`config.mk`:
```
export PLATFORM = sky130hd
export DESIGN_NAME = mem_access_ctrl
export DESIGN_NICKNAME = d
export VERILOG_FILES = /design/src/rtl/mem_pkg.sv /design/src/rtl/lsu_lane_format.sv /design/src/rtl/mem_access_ctrl.sv
export SDC_FILE = /design/constraint.sdc
export NUM_CORES = 1
export LEC_CHECK = 0
export ABC_AREA = 1
export BUFFER_PORTS_ARGS = -buffer_cell sky130_fd_sc_hd__buf_4
export CAP_MARGIN = 20
export CORE_MARGIN = 10
export CORE_UTILIZATION = 50
export DETAILED_ROUTE_END_ITERATION = 12
export PLACE_DENSITY = 0.81
export SLEW_MARGIN = 10
export SYNTH_ARGS = -nofsm -noshare
export SYNTH_HDL_FRONTEND = slang
export SYNTH_SLANG_ARGS = --single-unit
```
`constraint.sdc`:
```
create_clock -name clk -period 4.6 [get_ports clk]
set_input_delay 0.69 -clock clk [delete_from_list [all_inputs] [get_ports clk]]
set_output_delay 0.69 -clock clk [all_outputs]
set_load 0.1 [all_outputs]
```
`src/rtl/mem_pkg.sv`:
```
// Shared constants and state type for the MEM-stage load/store sequencer.
package mem_pkg;

    localparam logic [6:0] OP_LOAD  = 7'b0000011;
    localparam logic [6:0] OP_STORE = 7'b0100011;

    localparam logic [2:0] F3_B  = 3'b000;
    localparam logic [2:0] F3_H  = 3'b001;
    localparam logic [2:0] F3_W  = 3'b010;
    localparam logic [2:0] F3_BU = 3'b100;
    localparam logic [2:0] F3_HU = 3'b101;

    typedef enum logic [1:0] {
        IDLE,
        ACCESS,
        DONE
    } state_t;

endpackage

```
`src/rtl/lsu_lane_format.sv`:
```
// Byte-lane formatting for RV32I loads/stores: byte enables, store replication,
// load lane extraction with sign/zero extension, and alignment/legality check.
module lsu_lane_format
    import mem_pkg::*;
(
    input  logic [1:0]  addr_lo,
    input  logic [2:0]  funct3,
    input  logic        is_store,
    input  logic [31:0] wdata,
    input  logic [31:0] mem_rdata,
    output logic [3:0]  be,
    output logic [31:0] fmt_wdata,
    output logic [31:0] fmt_rdata,
    output logic        misaligned
);

    logic [31:0] byte_shift;
    logic [31:0] half_shift;
    logic [7:0]  lane_b;
    logic [15:0] lane_h;

    assign byte_shift = mem_rdata >> {addr_lo, 3'b000};
    assign half_shift = mem_rdata >> {addr_lo[1], 4'b0000};
    assign lane_b     = byte_shift[7:0];
    assign lane_h     = half_shift[15:0];

    always_comb begin
        be         = '0;
        fmt_wdata  = '0;
        fmt_rdata  = '0;
        misaligned = 1'b0;
        if (is_store) begin
            case (funct3)
                F3_B: begin
                    be        = 4'b0001 << addr_lo;
                    fmt_wdata = {4{wdata[7:0]}};
                end
                F3_H: begin
                    misaligned = addr_lo[0];
                    be         = addr_lo[1] ? 4'b1100 : 4'b0011;
                    fmt_wdata  = {2{wdata[15:0]}};
                end
                F3_W: begin
                    misaligned = |addr_lo;
                    be         = '1;
                    fmt_wdata  = wdata;
                end
                default: misaligned = 1'b1;
            endcase
        end else begin
            be = '1;
            case (funct3)
                F3_B:  fmt_rdata = {{24{lane_b[7]}}, lane_b};
                F3_BU: fmt_rdata = {24'b0, lane_b};
                F3_H: begin
                    misaligned = addr_lo[0];
                    fmt_rdata  = {{16{lane_h[15]}}, lane_h};
                end
                F3_HU: begin
                    misaligned = addr_lo[0];
                    fmt_rdata  = {16'b0, lane_h};
                end
                F3_W: begin
                    misaligned = |addr_lo;
                    fmt_rdata  = mem_rdata;
                end
                default: misaligned = 1'b1;
            endcase
        end
    end

endmodule

```
`src/rtl/mem_access_ctrl.sv`:
```
// Sequences one RV32I load/store onto a req/ready data memory with variable
// latency, stalling the pipeline until completion or timeout.
module mem_access_ctrl
    import mem_pkg::*;
#(
    parameter int XLEN    = 32,
    parameter int TIMEOUT = 16,
    parameter int CNT_W   = 5
) (
    input  logic            clk,
    input  logic            reset,
    input  logic            start,
    input  logic [6:0]      opcode,
    input  logic [2:0]      funct3,
    input  logic [XLEN-1:0] addr,
    input  logic [XLEN-1:0] wdata,
    output logic            stall,
    output logic            done,
    output logic [XLEN-1:0] rdata_out,
    output logic            fault,
    output logic            misaligned,
    output logic            mem_req,
    output logic            mem_we,
    output logic [XLEN-1:0] mem_addr,
    output logic [3:0]      mem_be,
    output logic [XLEN-1:0] mem_wdata,
    input  logic            mem_ready,
    input  logic [XLEN-1:0] mem_rdata
);

    state_t           state;
    logic [CNT_W-1:0] cnt;
    logic [1:0]       lat_off;
    logic [2:0]       lat_f3;

    logic             is_store_in;
    logic             is_mem;
    logic             accept;
    logic             timed_out;
    logic [1:0]       f_off;
    logic [2:0]       f_f3;
    logic             f_store;
    logic [3:0]       fmt_be;
    logic [XLEN-1:0]  fmt_wdata;
    logic [XLEN-1:0]  fmt_rdata;
    logic             fmt_mis;

    assign is_store_in = (opcode == OP_STORE);
    assign is_mem      = (opcode == OP_LOAD) || is_store_in;

    // The formatter sees the live request in IDLE and the latched one while the
    // access is outstanding, so one instance serves both store and load paths.
    assign f_off   = (state == IDLE) ? addr[1:0]   : lat_off;
    assign f_f3    = (state == IDLE) ? funct3      : lat_f3;
    assign f_store = (state == IDLE) ? is_store_in : mem_we;

    lsu_lane_format u_fmt (
        .addr_lo    (f_off),
        .funct3     (f_f3),
        .is_store   (f_store),
        .wdata      (wdata),
        .mem_rdata  (mem_rdata),
        .be         (fmt_be),
        .fmt_wdata  (fmt_wdata),
        .fmt_rdata  (fmt_rdata),
        .misaligned (fmt_mis)
    );

    assign accept     = (state == IDLE) && start && is_mem && !fmt_mis;
    assign misaligned = (state == IDLE) && start && is_mem && fmt_mis;
    assign stall      = accept || (state == ACCESS);
    assign timed_out  = (cnt == CNT_W'(TIMEOUT - 1));

    always_ff @(posedge clk) begin
        if (reset) begin
            state     <= IDLE;
            cnt       <= '0;
            lat_off   <= '0;
            lat_f3    <= '0;
            done      <= 1'b0;
            fault     <= 1'b0;
            rdata_out <= '0;
            mem_req   <= 1'b0;
            mem_we    <= 1'b0;
            mem_addr  <= '0;
            mem_be    <= '0;
            mem_wdata <= '0;
        end else begin
            case (state)
                IDLE: begin
                    if (accept) begin
                        mem_req   <= 1'b1;
                        mem_we    <= is_store_in;
                        mem_addr  <= {addr[XLEN-1:2], 2'b00};
                        mem_be    <= fmt_be;
                        mem_wdata <= is_store_in ? fmt_wdata : '0;
                        lat_off   <= addr[1:0];
                        lat_f3    <= funct3;
                        cnt       <= '0;
                        state     <= ACCESS;
                    end
                end
                ACCESS: begin
                    cnt <= cnt + 1'b1;
                    if (mem_ready) begin
                        rdata_out <= mem_we ? '0 : fmt_rdata;
                        mem_req   <= 1'b0;
                        fault     <= 1'b0;
                        done      <= 1'b1;
                        state     <= DONE;
                    end else if (timed_out) begin
                        rdata_out <= '0;
                        mem_req   <= 1'b0;
                        fault     <= 1'b1;
                        done      <= 1'b1;
                        state     <= DONE;
                    end
                end
                DONE: begin
                    done  <= 1'b0;
                    fault <= 1'b0;
                    cnt   <= '0;
                    state <= IDLE;
                end
                default: state <= IDLE;
            endcase
        end
    end

endmodule

```
-- After elaboration in Yosys (flattened, before gate mapping)
Cells that the tools add are included.
- $add $sub $neg: 1
- $mul: 0
- divide/modulo/power cells: 0
- magnitude comparators: 0
- eq/ne operators: 11
- shift operators: 3
- muxes and demuxes: 32
- bitwise operators: 0
- reductions and logical operators: 22
- operators with widths (operator ; count):
    $mux 32 ; 6
    $pmux 32 s5 ; 1
    $pmux 32 s3 ; 1
    $shr 32x5->16 ; 1
    $shr 32x5->8 ; 1
    $pmux 5 s3 ; 1
    $pmux 4 s3 ; 1
    $reduce_and 2->1 ; 5
    $mux 1 ; 8
    $mux 2 ; 4
    $mux 4 ; 2
    $eq 7x2->1 const B ; 1
    $eq 7x6->1 const B ; 1
    $eq 3x3->1 const B ; 2
    $pmux 1 s2 ; 3
    $pmux 1 s3 ; 2
    $reduce_bool 2->1 ; 3
    $reduce_or 2->1 ; 3
    $add 5x1->5 const B ; 1
    $eq 5x4->1 const B ; 1
    $mux 5 ; 1
    $logic_and 1x1->1 ; 4
    $pmux 2 s2 ; 1
    $shl 1x2->4 const A ; 1
    other kinds (13) ; 14
- flip-flop bits (word level): 114
- bits in latches: 0
- RAM bits: 0
- memory bits (read-only): 0
- input bits: 110
- output and inout port bits: 106
- logic and storage cells: 81
- memories: 0

-- Depth between registers and ports, before layout
Gate-level depths: netlist (run 1).
- depth after elaboration: 10
- gate-level depth with buffers: 14
- mapped depth without buffers: 13

-- Cells and area by module
A second synthesis (run 1) with hierarchy kept.
- cells, all modules: 930
- area, all modules: 5978.2 µm²
- modules (own cells, without submodules) (module ; instances ; cells each ; area an instance (µm²) ; sequential area each (µm²)):
    mem_access_ctrl ; 1 ; 546 ; 4350.4 ; 2282.2
    lsu_lane_format ; 1 ; 384 ; 1627.8 ; 0.0

-- Worst setup path after synthesis (run 1)
Ideal clock, no wire load.
- path type: input to output
- start point: input funct3[1]
- end point: output misaligned
- arrival: 3253 ps
- data required time: 3910 ps
- setup slack: 657 ps
- stages: 9
- buffers on the path: 1
- cell sequence: inv_1 -> nand2_1 -> nand2_4 -> nor2_4 -> nand3_1 -> nand3_1 -> nand2_4 -> buf_6 -> nor4_2
- cells in the longest elaborated chain, start to end: 6
- elaborated cells on any way between the ends: 12
- those cells by class: 4 x eq/ne; 4 x mux; 4 x reduce/logical
- ends and longest elaborated chain (item ; line ; source):
    start, declared ; mem_access_ctrl.sv:14 ; input logic [2:0] funct3,
    $mux 3 (*) ; mem_access_ctrl.sv:54 ; assign f_f3 = (state == IDLE) ? funct3 : lat_f3;
    $eq 3x1->1, or another cell as far along ; lsu_lane_format.sv:33, lsu_lane_format.sv:52 ;
    $reduce_or 2->1 (no line) ; - ;
    $pmux 1 s3 ; lsu_lane_format.sv:52 ; case (funct3)
    $mux 1 (*) ; lsu_lane_format.sv:32 ; if (is_store) begin
    $logic_and 1x1->1 (*) ; mem_access_ctrl.sv:70 ; assign misaligned = (state == IDLE) && start && is_mem && fmt_mis;
    end, declared ; mem_access_ctrl.sv:21 ; output logic misaligned,
Mark *: on every way between the ends. The rest lies on a longest branch, timed or not.

-- Final worst setup path (run 1)
- start point: register state[0]
- end point: output misaligned
- cells in the longest elaborated chain, start to end: 7
- elaborated cells on any way between the ends: 18
- those cells by class: 4 x eq/ne; 6 x mux; 8 x reduce/logical
- ends and longest elaborated chain (item ; line ; source):
    start, declared ; mem_access_ctrl.sv:31 ; state_t state;
    start signal, assigned ; mem_access_ctrl.sv:76 ; state <= IDLE;
    start signal, assigned ; mem_access_ctrl.sv:100 ; state <= ACCESS;
    start signal, assigned ; mem_access_ctrl.sv:110 ; state <= DONE;
    $logic_not 2->1 (*) ; - ;
    $mux 3 ; mem_access_ctrl.sv:54 ;
    $eq 3x1->1, or another cell as far along ; lsu_lane_format.sv:33, lsu_lane_format.sv:52 ;
    $reduce_or 2->1 (no line) ; - ;
    $pmux 1 s3 ; lsu_lane_format.sv:52 ;
    $mux 1 ; lsu_lane_format.sv:32 ;
    $logic_and 1x1->1 (*) ; mem_access_ctrl.sv:70 ;
Marks and branches as above.

==> results of run 1 <==
==> routing by layer <==
metal	track usage (%)	wire length (µm)	vias up
met5	0	0	-
met4	8.71	513	0
met3	7.68	1810	39
met2	34.9	8570	306
met1	28.0	8030	2787
li1	-	-	3104
==> per-stage QoR <==
stage	util, %	std cells	setup WS [ns]
4_1_cts	70.9	1173	0.788
2_1_floorplan	-	838	0.657
5_1_grt	70.9	1173	0.483
3_5_place_dp	65.2	1142	1.09
3_3_place_gp	65.2	1142	1.15
6_report	70.9	1173	0.783
==> power by group <==
| group | total, W | switching, W | internal, W |
|---|---|---|---|
| clock network | 0.00137 | 0.000452 | 0.000918 |
| registers | 0.000991 | 0.000000970 | 0.000990 |
| logic | 0.000251 | 0.000151 | 0.000100 |
| total | 0.00261 | 0.000604 | 0.00201 |
==> flip-flops by register name, indices dropped and copies added (netlist names) <==
register   count
state          2
mem_req        1
fault          1
mem_wdata     32
mem_be         4
mem_we         1
lat_off        2
lat_f3         3
cnt            5
mem_addr      30
done           1
rdata_out     32
==> worst max-delay path: cells and delay by family (launching register included) <==
family	cells	cell delay, ns
buf+inv	2	0.45
flops	1	0.36
simple gates	9	1.77
==> kinds of logic (layout without fill, tap and decap cells) <==
kind of cell	Yosys count	in the layout	share of synthesized area, %
flops	114	114	40.7
simple gates	482	482	37.1
fa+ha+maj	2	2	0.446
other cells	1	2	0.0669
buf+inv	106	301	9.35
compound gates	132	132	12.3
==> cell type report <==
class / count / area (µm²)
clock buffer: 22 / 463
tap: 140 / 175
multi-input combinational: 618 / 2810
timing repair buffer: 217 / 1630
clock inverter: 9 / 154
inverter: 53 / 199
sequential: 114 / 2280
fill: 961 / 3170
==> worst paths after layout <==
check,from,end,depth (start not counted)
setup / recovery,state[0],misaligned,11
hold / removal,mem_ready,fault,2
setup reg to reg,state[0],mem_be[3],13
hold reg to reg,rdata_out[6],rdata_out[6],2
==> cell usage in the layout, fill, tap and decap left out, types with 3 or more instances in the layout <==
cell	instances
a21oi_1	50
buf_4	217
bufinv_16	4
clkbuf_16	16
clkbuf_8	4
dfxtp_1	114
inv_1	44
inv_2	7
nand2_1	233
nand2_2	3
nand2_4	3
nand3_1	98
nand4_1	19
nor2_1	109
nor2_4	3
nor3_1	4
o211ai_1	5
o21ai_0	44
o21ai_1	23
o22ai_1	8
==> impl_metrics.ini, run 1 <==
[worst_setup_path]
worstPathMaxFanout = 38
slowest_delay_ns = 0.52
required_ns = 3.91
cp-start-kind = register
path_cells = nor2_4, nand2_1, nand2_2, nand2_1, nand2_1, nand2_1, inv_2, nand3_2, nand2_4, nor4_2, buf_4
crit_top_cell = nand2_1
arrival_ns = 3.13
crit_type = reg2out
regToRegSetupSlack_ns = 1.32
crit_slowest_cell = nand2_2
end_kind = output pin

[timing]
fin_skew_ns = 0.00737
report.final.setup_viol = 0
worst_pin_slew_ns = 0.780
tns_ns = 0
grt_setup_unrepaired = no
fin_crit_ns = 3.82
period_share_pct = 83.0
max_freq_mhz = 262
hold_viol = 0
drv_slew = 0
holdWs_ns = 0.388
slew_headroom_pct = 47.9

[global_route]
grt-ovfl-total = 0
grt_pass1_vias = 5783
grt_pass1_wl_um = 29600
antenna_found_initial = 0
grt_max_degree = 75
grt_usage_pct = 22.4

[yosys]
synth_cells = 837
ys_ff_latch = 114
synth_top_area_cell = dfxtp_1
ys_top_cells_by_count = nand2_1 (233), dfxtp_1 (114), nor2_1 (110), nand3_1 (98), a21oi_1 (50)
synth_ff_type = dfxtp_1
yosysSeqAreaShare_pct = 40.7
syn_area_um2 = 5610
synth_cell_types = 32
postSynthAreaPerCell_um2 = 6.70
synth_area_leaders = dfxtp_1 (41%), nand2_1 (16%), nand3_1 (8.7%)
synth_edf_count = 0
synth_most_common_cell = nand2_1
async_flop_share_pct = 0
synth_top_area_share_pct = 40.7
ys_warn_count = 0

[run]
maxCapViolCount = 0

[floorplanning]
ioPinCount = 216
dieWidth_um = 126
fp.dieH_um = 126
die_area_um2 = 15900
core-area_um2 = 10900
row_count = 38
initial_core_util_pct = 51.5

[power]
worst_ir_drop_vdd_mv = 0.272
powerDensity_nw_per_um2 = 339
total_power_w = 0.00261
leakagePower_nw = 3.63

[clocking]
ctsHoldBuffers = 0
cts_resized = 0
tritoncts = done
cts_root_buf = clkbuf_8
cts.sinks = 114
path_clk_slew_ns = 0.06
clock_latency_ns = 0.52
htreeDepth = 4
numCtsBuffers = 17
cts_setup_buffers = 0
clockBufferDepth = 2

[route]
drt_wl_total_um = 18900
avgViaCountPerCell = 5.32
ant_nets = 0
drc = 0
drt_iter0_drc = 489
num_vias = 6236
wire_per_inst_um = 16.1
first_pass_iters = 5

[final_layout]
design_area_um2 = 7720
final_nets = 1133
synthToLayoutAreaGrowth_pct = 37.6
diodes = 0
drive_gt1_share_pct = 26.2

[placed_design]
dpl.hpwl_um = 13600
gp_congestion = 0.884
io_buffers = 213
dpl_cell_area_um2 = 7100

[outcome]
outcome = completed

[min_path]
hp-class = in2reg
(Power assumes the default switching activity.)
==> run 2: changes to the inputs <==
- CORE_UTILIZATION: 50 -> 45
- PLACE_DENSITY: 0.81 -> 0.77
- clock period: 4.6 -> 3.3 ns (I/O delays scaled with it)
==> impl_metrics.ini, run 2 (synthesis gave the netlist of run 1 again) <==
[outcome]
outcome = completed

[global_route]
grt-ovfl-total = 0
grt_max_degree = 75
grt_usage_pct = 21.0
use_met2_pct = 32.7
grt_use_met1_pct = 26.3
gr-usage-met3_pct = 6.94
top_usage_layer = met2
grt_pass1_wl_um = 30300
antenna_found_initial = 0
grt_pass1_vias = 5876

[power]
leakagePower_nw = 3.67
internal_power_w = 0.00278
p_seq_share_pct = 37.8
pwr-share-clk_pct = 52.5
total_power_w = 0.00365
p_comb_share_pct = 9.7
switchingPower_w = 0.000872
worst_ir_drop_vdd_mv = 0.261
powerDensity_nw_per_um2 = 467
swShare_pct = 23.9

[route]
first_pass_iters = 5
wire_per_inst_um = 15.6
drt_wl_total_um = 18900
drt_iter0_drc = 428
drc = 0
ant_nets = 0
num_vias = 6229
avgViaCountPerCell = 5.15

[floorplanning]
dieWidth_um = 132
ioPinCount = 216
initial_core_util_pct = 46.3
row_count = 40
fp.dieH_um = 132
core-area_um2 = 12100
die_area_um2 = 17300

[timing]
tns_ns = 0
grt_setup_unrepaired = no
max_freq_mhz = 353
slew_headroom_pct = 53.0
fin_skew_ns = 0.00555
worst_pin_slew_ns = 0.704
hold_viol = 0
drv_slew = 0
period_share_pct = 85.8
report.final.setup_viol = 0
fin_crit_ns = 2.83

[final_layout]
synthToLayoutAreaGrowth_pct = 39.5
design_area_um2 = 7830
layout_commonest_cell = nand2_1
diodes = 0
top_regs = mem_wdata (32), rdata_out (32), mem_addr (30)
regArea_um2 = 2280
drive_gt1_share_pct = 26.9
final_nets = 1140
multi_input_area_um2 = 2820
nFillCells = 1145
most-common-layout-cells = nand2_1 (233), buf_4 (223), dfxtp_1 (114), nor2_1 (109), nand3_1 (98)

[worst_setup_path]
cp-start-kind = register
end_kind = output pin
crit_slowest_cell = dfxtp_1
arrival_ns = 2.34
cp-startpoint = state[0]
path_cells = nor2_4, nand2_1, nand2_4, nand2_2, nand2_1, nand2_1, inv_2, nand3_2, nand2_4, nor4_4, buf_4
required_ns = 2.80
worstPathMaxFanout = 17
crit_type = reg2out
rr_startpoint = state[0]
crit_top_cell = nand2_1
slowest_delay_ns = 0.36

[clocking]
numCtsBuffers = 17
cts.sinks = 114
tritoncts = done
clockBufferDepth = 2
cts_setup_buffers = 0
ctsHoldBuffers = 0
cts_resized = 0
cts_root_buf = clkbuf_16
clock_latency_ns = 0.42
htreeDepth = 4
path_clk_slew_ns = 0.05

[placed_design]
dpl.hpwl_um = 13600
dpl_cell_area_um2 = 7210
io_buffers = 213
gp_congestion = 0.869

[min_path]
worstHoldStart = mem_ready
hp-class = in2reg

[run]
maxCapViolCount = 0
run 2: cell count changes in the layout (fill, tap and decap cells not counted), moves of 2 or more:
cell / previous run / this run
clkinvlp_4: 2 / 4
clkinv_2: 2 / 4
clkbuf_8: 4 / 0
buf_4: 217 / 223
run 2: area by class of cell:
| cell class | instances | share of cell area, % |
|---|---|---|
| repair buffers | 224 | 21.7 |
| inverters | 53 | 2.54 |
| flip-flops and latches | 114 | 29.2 |
| clock inverters | 14 | 2.40 |
| clock buffers | 18 | 5.48 |
| multi-input cells | 618 | 36.1 |
| well taps | 168 | 2.69 |
run 2: critical path, delay by kind of cell, from the launching register on:
kind                   cells  cell delay [ns]
buffers and inverters      2             0.47
flip-flops                 1             0.36
AND/OR/NAND/NOR            9             1.09
run 2: stage by stage:
stage | hold slack, ns | instances | setup WS [ns] | util [%]
floorplan | 0.448 | 838 | 0.220 | -
global placement | 0.440 | 1177 | 0.814 | 59.5
detailed placement | 0.445 | 1177 | 0.793 | 59.5
CTS | 0.278 | 1209 | 0.468 | 64.6
global route | 0.282 | 1209 | 0.319 | 64.6
finish | 0.288 | 1209 | 0.470 | 64.6
run 2: power by group through the flow:
stage               registers [W]  clock network (W)  logic [W]
global placement          0.00141                  0   0.000350
CTS                       0.00138            0.00195   0.000353
finish                    0.00138            0.00192   0.000355
detailed placement        0.00141                  0   0.000350
global route              0.00138            0.00201   0.000389
floorplan                 0.00143                  0   0.000190
run 2: path summary, 6_finish.rpt:
kind,depth (start not counted),slack (ns),end
worst max-delay path,11,0.47,misaligned
worst min-delay path,2,0.29,fault
worst max register to register,9,0.90,rdata_out[5]
worst min register to register,2,0.45,rdata_out[23]
run 2: layer usage:
metal	part of all wire, %	routed length, µm
met5	0	0
met2	46	8690
met4	2.3	439
met1	43	8220
met3	8.2	1560
